--- src/rtl/input_conditioner.sv ---
// Button/DIP-switch front end: two-flop synchronisers, per-button debounce with press/release pulses and press-toggled display enables.
// Latency: switches 2 edges; buttons DEBOUNCE_CYCLES+2 edges from raw change to level/pulse.
module input_conditioner #(
    parameter int DEBOUNCE_CYCLES = 1000000,
    parameter int NUM_BUTTONS     = 4,
    parameter int SWITCH_WIDTH    = 8
) (
    input  logic                    clockIn,
    input  logic                    resetN,
    input  logic [NUM_BUTTONS-1:0]  buttonsRaw,
    input  logic [SWITCH_WIDTH-1:0] dipSwitchRaw,
    output logic [NUM_BUTTONS-1:0]  buttonsLevel,
    output logic [NUM_BUTTONS-1:0]  buttonsPressed,
    output logic [NUM_BUTTONS-1:0]  buttonsReleased,
    output logic [NUM_BUTTONS-1:0]  displayEnable,
    output logic [SWITCH_WIDTH-1:0] dipSwitchSync
);

    localparam int CW = $clog2(DEBOUNCE_CYCLES);
    localparam logic [CW-1:0] COUNT_LAST = CW'(DEBOUNCE_CYCLES - 1);

    logic [NUM_BUTTONS-1:0]  btn_sync1;
    logic [NUM_BUTTONS-1:0]  btn_sync2;
    logic [SWITCH_WIDTH-1:0] dip_sync1;
    logic [CW-1:0]           count [NUM_BUTTONS];

    always_ff @(posedge clockIn) begin
        if (!resetN) begin
            btn_sync1       <= '0;
            btn_sync2       <= '0;
            dip_sync1       <= '0;
            dipSwitchSync   <= '0;
            buttonsLevel    <= '0;
            buttonsPressed  <= '0;
            buttonsReleased <= '0;
            displayEnable   <= '1;
            for (int i = 0; i < NUM_BUTTONS; i++) begin
                count[i] <= '0;
            end
        end else begin
            btn_sync1     <= buttonsRaw;
            btn_sync2     <= btn_sync1;
            dip_sync1     <= dipSwitchRaw;
            dipSwitchSync <= dip_sync1;
            for (int i = 0; i < NUM_BUTTONS; i++) begin
                buttonsPressed[i]  <= 1'b0;
                buttonsReleased[i] <= 1'b0;
                // Any return to the accepted level restarts the stability window.
                if (btn_sync2[i] == buttonsLevel[i]) begin
                    count[i] <= '0;
                end else if (count[i] == COUNT_LAST) begin
                    count[i]        <= '0;
                    buttonsLevel[i] <= btn_sync2[i];
                    if (btn_sync2[i]) begin
                        buttonsPressed[i] <= 1'b1;
                        displayEnable[i]  <= ~displayEnable[i];
                    end else begin
                        buttonsReleased[i] <= 1'b1;
                    end
                end else begin
                    count[i] <= count[i] + CW'(1);
                end
            end
        end
    end

endmodule

--- config.mk ---
export PLATFORM = sky130hd
export DESIGN_NAME = input_conditioner
export DESIGN_NICKNAME = d
export VERILOG_FILES = /design/src/rtl/input_conditioner.sv
export SDC_FILE = /design/constraint.sdc
export NUM_CORES = 1
export LEC_CHECK = 0
export CORE_ASPECT_RATIO = 0.8
export CORE_MARGIN = 5
export CORE_UTILIZATION = 35
export DETAILED_ROUTE_END_ITERATION = 8
export GPL_TIMING_DRIVEN = 0
export PLACE_DENSITY = 0.58
export SLEW_MARGIN = 10
export SYNTH_ARGS = -nofsm -noshare
export SYNTH_HDL_FRONTEND = slang
export SYNTH_SLANG_ARGS = --single-unit
--- constraint.sdc ---
create_clock -name clockIn -period 3.7 [get_ports clockIn]
set_input_delay 0.37 -clock clockIn [delete_from_list [all_inputs] [get_ports clockIn]]
set_output_delay 0.37 -clock clockIn [all_outputs]
set_load 0.1 [all_outputs]
==> results.tsv <==
metric	value	unit
totalWireLength	11560	µm
crit_path_max_fanout	10	
gr-usage-all-layers	0.1295	
dr_wl_met3	638	µm
antenna_found_initial	0	
peakVddDrop	0.3444	mV
pre_cts_slack	1092	ps
dpl.hpwl	8343	µm
clockPowerShare	0.503	
placed_area	6633	µm²
area_growth	27.15	%
post-route-util	0.4569	
cts_tree	done	
ctsRootBufferMaster	clkbuf_16	
instances_no_fill	899	
r2r-start	count[2][11]$_SDFFCE_PN0P_	
drv_slew	0	
power_frac_seq	0.454	
final_area	7243	µm²
hold-path-cell-count	1	
min_path_type	flip-flop to flip-flop	
max_freq	0.3861	GHz
ys_seq_elements	120	
overflow	0	
yosysTopAreaCell	edfxtp_1	
fillCellCount	1502	
yosysWarnings	0	
dr_wl_met2	5262	µm
clock_latency	420	ps
io_buffers	37	
synth_top_area_share	0.4217	
power.leakage	2.529	nW
synthTopCellsByCount	edfxtp_1 (80), nor2_1 (64), dfxtp_1 (40)	
dp_cells	867	
ys_async_sr_fraction	0	
diodes	0	
synth_area_per_cell	10.63	µm²
hold_buffers	0	
postSynthCellCount	536	
period_minus_slack	2590	ps
wl_met1	5429	µm
p_int	2.620	mW
combPwrFrac	0.044	
maxCapViolCount	0	
yosysMostFrequentCell	edfxtp_1	
holdPathEnd	dipSwitchSync[2]$_SDFF_PN0_	
min_from	dip_sync1[2]$_SDFF_PN0_	
setup_viol	0	
grt_max_degree	17	
drt-initial-drc-count	270	
required	3850	ps
drive_gt1_frac	0.06579	
die_y	124.1	µm
reg2reg_slack	1110	ps
hold_slack	431.5	ps
path_class	flip-flop to flip-flop	
final.setup_skew	8.764	ps
synth-main-ff-cell	edfxtp_1	
hold_viol	0	
synth_cell_type_count	41	
p_total	3.360	mW
dr.pass1.iters	4	
nets	693	
synth_area_leaders	edfxtp_1 (42%), dfxtp_1 (14%), nor2_1 (4.2%)	
cts_made_buffers	17	
worst_pin_slew	1011	ps
worst_slack	1110	ps
relSlewSlack	0.3242	
finalCritPeriodShare	0.7000	
antenna_left	0	
p_switching	0.7396	mW
cellPowerDensity	463.8	nW/µm²
cts.sinks	120	
syn_area	5697	µm²
avgViaCountPerCell	4.732	
die_w	152.6	µm
end_kind	flip-flop	
status	complete, no violations	
rsz0062_at_grt	false	
top_layer	met4	
die_area	18940	µm²
coreArea	15850	µm²
reg2reg_depth	5	
cts.htree.levels	4	
rows	41	
grt_pass1_vias	4227	
wl_per_cell	12.86	µm
tns	0	ps
drc_errors	0	
place.gp.congestion	0.7882	
arrival	2740	ps
ioPinCount	38	
cts_setup_buffers	0	
synth_edf_count	80	
clock_path_buffers	2	
grt_pass1_wl	19510	µm
initial_core_util	0.3594	
via_count	4254	
rr_endpoint	count[2][9]$_SDFFCE_PN0P_	
cp-start-kind	flip-flop	
clkTransAtPathRegs	60	ps
p_sw_frac	0.2201	
cts_resized	0	
ys_seq_area_frac	0.5623	
## layer usage
metal | vias to the layer above | global-route usage
li1 | 2162 | -
met1 | 2006 | 0.1554
met2 | 66 | 0.2099
met3 | 20 | 0.04689
met4 | 0 | 0.06121
met5 | - | 0
## flip-flops by register name (all words and copies together), names as in the netlist
register,cells
btn_sync1,4
btn_sync2,4
buttonsLevel,4
buttonsPressed,4
buttonsReleased,4
count,80
dipSwitchSync,8
dip_sync1,8
displayEnable,4
## layout by cell type, fill, tap and decap left out, drive strengths merged, types with 5 or more instances in the layout
| cell | n |
|---|---|
| nor3 | 5 |
| conb | 80 |
| nor4b | 7 |
| or3 | 19 |
| inv | 24 |
| dfxtp | 40 |
| and4 | 10 |
| nor2 | 64 |
| ha | 8 |
| nand4 | 14 |
| xnor2 | 26 |
| or4 | 17 |
| buf | 6 |
| and3 | 9 |
| nand3 | 32 |
| clkinv | 7 |
| xor2 | 19 |
| edfxtp | 80 |
| clkdlybuf4s50 | 37 |
| nand2 | 23 |
| nor4 | 12 |
| a21oi | 31 |
| o31ai | 16 |
| clkbuf | 29 |
| and2 | 29 |
| o21ai | 21 |
## critical path, stage by stage (launching register included)
cell	delay [ps]
edfxtp_1	460
nor4b_1	450
nand4_1	240
o21ai_1	630
clkbuf_1	440
nor2_1	110
## power by group through the flow
stage	sequential [mW]	combinational, mW	clock [mW]
final	1.52	0.146	1.69
after global routing	1.53	0.165	1.79
after CTS	1.52	0.145	1.74
after detailed placement	1.55	0.144	0
after global placement	1.55	0.142	0
after floorplan	1.56	0.0807	0
## how the worst max path moves through the flow
stage                                       startpoint  cells after the start                          to  slack (ps)
after detailed placement                        resetN                      6  count[2][11]$_SDFFCE_PN0P_        1090
after global routing        count[2][11]$_SDFFCE_PN0P_                      5  count[2][11]$_SDFFCE_PN0P_         830
after floorplan           buttonsLevel[2]$_SDFFE_PN0P_                      6  count[2][10]$_SDFFCE_PN0P_        1350
after global placement                          resetN                      6  count[2][11]$_SDFFCE_PN0P_        1140
final                       count[2][11]$_SDFFCE_PN0P_                      5   count[2][9]$_SDFFCE_PN0P_        1110
after CTS                   count[2][11]$_SDFFCE_PN0P_                      5   count[2][9]$_SDFFCE_PN0P_        1080
## cell type report
type	count	area, µm²	share of cell area
sequential	120	3203	0.4422
tap	215	269.0	0.03714
multi-input combinational	457	2638	0.3641
inverter	24	90.09	0.01244
clock buffer	21	493.0	0.06806
clock inverter	11	117.6	0.01624
buffer	14	62.56	0.008637
timing repair buffer	37	370.4	0.05113
## logic make-up (layout without fill, tap and decap cells)
logic type,after synthesis,after routing,synth area share
xor+xnor,45,45,0.06919
other cells,1,80,0.0006583
buf+inv,38,107,0.02680
simple gates,252,252,0.2491
fa+ha+maj,8,8,0.01757
flops,120,120,0.5623
compound gates,72,72,0.07446
(Power assumes the default switching activity.)
